**src/rtl/rob_pr_free_q.sv**
```systemverilog
// Commit-group queue between ROB commit and the banked free_list: buffers freed PRs and
// routes the oldest group's PRs to their banks, one PR per bank per cycle, lowest way first.
module rob_pr_free_q #(
  parameter int ENTRIES = 2,
  parameter int WAYS    = 4,
  parameter int BANKS   = 4,
  parameter int PR_W    = 7
) (
  input  logic                       CLK,
  input  logic                       nRST,
  input  logic                       enq_valid,
  input  logic [WAYS-1:0]            enq_valid_by_way,
  input  logic [WAYS-1:0][PR_W-1:0]  enq_PR_by_way,
  output logic                       enq_ready,
  output logic [BANKS-1:0]           free_valid_by_bank,
  output logic [BANKS-1:0][PR_W-1:0] free_PR_by_bank,
  input  logic [BANKS-1:0]           free_ready_by_bank
);

  localparam int BANK_BITS = $clog2(BANKS);
  localparam int PTR_W     = (ENTRIES > 1) ? $clog2(ENTRIES) : 1;
  localparam int CNT_W     = $clog2(ENTRIES + 1);
  localparam int WAY_W     = (WAYS > 1) ? $clog2(WAYS) : 1;

  logic [WAYS-1:0]  valid_reg [ENTRIES];
  logic [PR_W-1:0]  pr_reg    [ENTRIES][WAYS];
  logic [PTR_W-1:0] head_reg, head_next;
  logic [PTR_W-1:0] tail_reg, tail_next;
  logic [CNT_W-1:0] count_reg, count_next;

  logic [WAYS-1:0]  head_valid;
  logic [PR_W-1:0]  head_pr [WAYS];
  logic [WAY_W-1:0] sel_way [BANKS];
  logic [WAYS-1:0]  deliver;
  logic [WAYS-1:0]  remain;
  logic             enq_fire;
  logic             pop;

  function automatic logic [PTR_W-1:0] ptr_inc(input logic [PTR_W-1:0] p);
    return (p == PTR_W'(ENTRIES - 1)) ? '0 : p + 1'b1;
  endfunction

  // enq_ready depends on registered count only, never on free-side ready.
  assign enq_ready  = (count_reg != CNT_W'(ENTRIES));
  assign enq_fire   = enq_valid && enq_ready && (|enq_valid_by_way);
  assign head_valid = valid_reg[head_reg];

  for (genvar gi = 0; gi < WAYS; gi++) begin : g_head
    assign head_pr[gi] = pr_reg[head_reg][gi];
  end

  // Per bank: lowest valid way of the head entry whose PR maps to this bank.
  for (genvar gi = 0; gi < BANKS; gi++) begin : g_bank
    logic             found;
    logic [WAY_W-1:0] way;
    always_comb begin
      found = 1'b0;
      way   = '0;
      for (int w = WAYS - 1; w >= 0; w--) begin
        if (head_valid[w] && head_pr[w][BANK_BITS-1:0] == BANK_BITS'(gi)) begin
          found = 1'b1;
          way   = WAY_W'(w);
        end
      end
    end
    assign sel_way[gi]            = way;
    assign free_valid_by_bank[gi] = found;
    assign free_PR_by_bank[gi]    = found ? head_pr[way] : '0;
  end

  for (genvar gi = 0; gi < WAYS; gi++) begin : g_way
    logic [BANK_BITS-1:0] bank;
    assign bank        = head_pr[gi][BANK_BITS-1:0];
    assign deliver[gi] = head_valid[gi] && free_ready_by_bank[bank] &&
                         (sel_way[bank] == WAY_W'(gi));
  end

  assign remain = head_valid & ~deliver;
  assign pop    = (count_reg != '0) && (remain == '0);

  always_comb begin
    head_next  = pop ? ptr_inc(head_reg) : head_reg;
    tail_next  = enq_fire ? ptr_inc(tail_reg) : tail_reg;
    count_next = count_reg;
    if (enq_fire && !pop) begin
      count_next = count_reg + 1'b1;
    end else if (pop && !enq_fire) begin
      count_next = count_reg - 1'b1;
    end
  end

  always_ff @(posedge CLK) begin
    if (!nRST) begin
      head_reg  <= '0;
      tail_reg  <= '0;
      count_reg <= '0;
      for (int e = 0; e < ENTRIES; e++) begin
        valid_reg[e] <= '0;
      end
    end else begin
      if (count_reg != '0) begin
        valid_reg[head_reg] <= remain;
      end
      // Tail never aliases a non-empty head here: full blocks enqueue.
      if (enq_fire) begin
        valid_reg[tail_reg] <= enq_valid_by_way;
      end
      head_reg  <= head_next;
      tail_reg  <= tail_next;
      count_reg <= count_next;
    end
  end

  always_ff @(posedge CLK) begin
    if (enq_fire) begin
      for (int w = 0; w < WAYS; w++) begin
        pr_reg[tail_reg][w] <= enq_PR_by_way[w];
      end
    end
  end

endmodule
```
**config.mk**
```make
export PLATFORM = sky130hd
export DESIGN_NAME = rob_pr_free_q
export DESIGN_NICKNAME = d
export VERILOG_FILES = /design/src/rtl/rob_pr_free_q.sv
export SDC_FILE = /design/constraint.sdc
export NUM_CORES = 1
export LEC_CHECK = 0
export CORE_MARGIN = 1
export CORE_UTILIZATION = 50
export CTS_CLUSTER_DIAMETER = 150
export CTS_CLUSTER_SIZE = 30
export DETAILED_ROUTE_END_ITERATION = 10
export GPL_ROUTABILITY_DRIVEN = 0
export PLACE_DENSITY = 0.76
export SLEW_MARGIN = 20
export SYNTH_ARGS = -nofsm -noshare
export SYNTH_HDL_FRONTEND = slang
export SYNTH_SLANG_ARGS = --single-unit
```
**constraint.sdc**
```tcl
create_clock -name CLK -period 3.6 [get_ports CLK]
set_input_delay 0.72 -clock CLK [delete_from_list [all_inputs] [get_ports CLK]]
set_output_delay 0.72 -clock CLK [all_outputs]
set_load 0.05 [all_outputs]
```
==> summary.md, run 1 <==
| Metric | Value |
|---|---|
| Status | `completed` |
| VDD IR max | `approximately 0.31 mV` |
| Mapped Area | `about 4400 sq um` |
| Required @ worst endpoint | `2.88 ns` |
| Fraction of registers with async set/reset | `0%` |
| Row count | `33` |
| Root buffer cell | `clkbuf_8` |
| CTS Hold Bufs | `0` |
| Total grt overflow | `0` |
| Fin crit period | `3.551 ns` |
| Share of layout cells above drive strength 1 | `26.04%` |
| Hold WS | `between 0.4 and 0.5 ns` |
| Post-synth top area share | `between 40 and 50%` |
| F_max | `281.7 MHz` |
| Slew Viols, Final | `0` |
| Startpoint class of the critical path | `flop` |
| Top Usage Layer GRT | `met2` |
| Crit share post-route | `between 90% and 100%` |
| Post-synthesis cell type count | `72` |
| Top post-synthesis cells by area | `edfxtp_1, mux4_2, a221oi_1` |
| M2 GR Usage | `between 40% and 50%` |
| Final setup fails | `0` |
| Largest net degree at the start of global routing | `34` |
| DR DRC count | `0` |
| First-pass GRT wire length | `18020 um` |
| Routed wire per std cell | `20.70 um` |
| Sequential share of the synthesized area | `46.20%` |
| DRT Wirelength | `11640 um` |
| Die area | `~9000 sq um` |
| Cells after Synth | `around 370` |
| Io pins | `between 70 and 80` |
| Num CTS Buffers | `9` |
| H-tree levels | `3` |
| Worst Skew | `~0.0050 ns` |
| Routed Antenna Nets | `0` |
| Met3 Use GR | `under 10%` |
| # clock sinks | `69` |
| Die X | `roughly 96 um` |
| IO buf count | `67` |
| Synth top cells by count | `edfxtp_1, nor2_1, nand2_1, o21ai_0` |
| DR vias/cell | `approximately 6.5` |
| CTS clock-pin slew for the worst setup and hold paths | `approximately 0.07 ns` |
| Hold Crit Class | `flop to flop` |
| Worst-Skew Late Latency | `approximately 0.34 ns` |
| Most common cell in the netlist | `edfxtp_1` |
| Die span in y | `~96 um` |
| CTS Buffer Depth | `2` |
| LEAKAGE | `roughly 0.002 uW` |
| GRT Resource Usage Total | `26.75%` |
| Pwr dens | `811.5 nW/um^2` |
| Initial antenna violation count | `0` |
| Post-Syn Area per Cell | `approximately 12 sq um` |
| Largest register FFs | `56` |
| DRT iter0 DRCs | `390` |
| Crit path DAT | `roughly 2.8 ns` |
| Synth Flop Type | `edfxtp_1` |
| HPWL after DPL | `around 8700 um` |
| Hold Vio Cnt, Final | `0` |
| Yosys warns | `0` |
| Post-layout net count | `approximately 490` |
| DR pass1 iterations | `5` |
| Layout area overhead | `30.65%` |
| Vias in the first global route | `around 3500` |
| Worst Path Class, Setup | `flop to output port` |
| Met1 usage | `35.49%` |
| Yosys top cell by area | `edfxtp_1` |
| Tot Pwr | `between 4000 and 5000 uW` |
| Worst-path fanout max | `9` |
| Relative slew slack | `a little over half` |
| CTS tree | `yes` |
| Routed via count | `3671` |
| Ant. Diodes | `0` |
| Critical Path End Type | `output port` |
| Worst Tran Pin Value | `just under 0.7 ns` |
| Core region area | `roughly 8300 sq um` |
| Number of flops mapped to enable cells by yosys | `64` |
| Initial Util | `a little over half` |
| FF+latch count, synth | `69` |
| Max-Cap Viols | `0` |
routing by layer:
metal / routed length [um] / vias to the layer above
met5: 0 / -
li1: - / 1655
met3: 913 / 39
met4: 335 / 0
met1: 4810 / 1767
met2: 5576 / 210
timing repair:
action / CTS / global route
endpoints found under the setup margin: 16 / 23
gates resized for setup: 2 / 14
pin swaps: 0 / 1
buffers inserted: 0 / 9
worst max-delay path, cell delays in order (launching register included):
cell and delay [ns]:
edfxtp_1 0.52, nor4bb_1 0.47, or2_2 0.21, o211a_1 0.38, mux4_2 0.30, nor2_1 0.05, a221oi_1 0.25, buf_4 0.18
buf_12 0.12
worst paths after layout:
kind | from | end | slack [ns] | cells after the start
hold reg to reg | tail_reg | tail_reg | 0.48 | 2
setup reg to reg | flop | count_reg[1] | 0.27 | 10
setup / recovery | pr_reg[0][1] | free_PR_by_bank[9] | 0.05 | 8
hold / removal | tail_reg | tail_reg | 0.48 | 2
final cells by class:
class	count	area, sq um
fillers	601	2623
clock buffers	12	135.1
inverters	13	48.80
repair buffers	92	1080
well taps	105	131.4
flip-flops and latches	69	2026
multi-input cells	268	2283
clock inverters	3	13.76
through the flow:
step	area, sq um	setup TNS (ns)	utilization, %	cells	worst slack (ns)
floorplan	4419	-1.849	-	371	-0.1257
global placement	5421	0	65.00	539	0.3152
detailed placement	5421	0	65.00	539	0.1881
CTS	5575	0	66.85	554	0.001317
global route	5718	-0.03479	68.56	562	-0.02261
finish	5718	0	68.56	562	0.04950
cell families (layout without fill, tap and decap cells):
logic type      after synthesis  in the layout  synth area share, %
xor+xnor                      2              2               0.4003
other cells                   1              4              0.08568
buf+inv                      34            120                4.059
flops                        69             69                46.20
fa+ha+maj                     1              1               0.2858
mux                          40             40                15.32
compound gates               97             97                17.75
simple gates                124            124                15.90
where the power goes:
group,internal [uW],switching [uW]
Clock,242,267
Sequential,1030,114
Combinational,1300,1690
Total,2570,2070
placed cells by master (no fill, tap or decap), types with 3 or more instances in the layout:
cell / count
buf_4: 23
and2_1: 4
o221ai_1: 3
clkbuf_8: 9
conb_1: 4
nand4b_1: 3
clkdlybuf4s50_1: 45
nand3_1: 10
edfxtp_1: 64
nor2_1: 30
or2_2: 3
o21ai_0: 27
mux4_2: 21
nand3b_1: 4
nand2b_1: 9
mux2i_1: 13
mux2_2: 6
a221oi_2: 12
nand2_1: 30
o211ai_1: 4
a221oi_1: 9
buf_12: 21
and4b_1: 3
a32o_1: 3
dfxtp_1: 4
o22ai_1: 7
clkbuf_1: 3
inv_1: 13
No activity file was read; power rests on OpenSTA's default activity.
==> run 2: changes to the inputs <==
--- a/config.mk
+++ b/config.mk
@@ -5,6 +5,7 @@
 export SDC_FILE = /design/constraint.sdc
 export NUM_CORES = 1
 export LEC_CHECK = 0
+export CAP_MARGIN = 20
 export CORE_MARGIN = 1
 export CORE_UTILIZATION = 50
 export CTS_CLUSTER_DIAMETER = 150
==> results of run 2 <==
No change in the layout: final DEF, timing and power equal those of run 1.
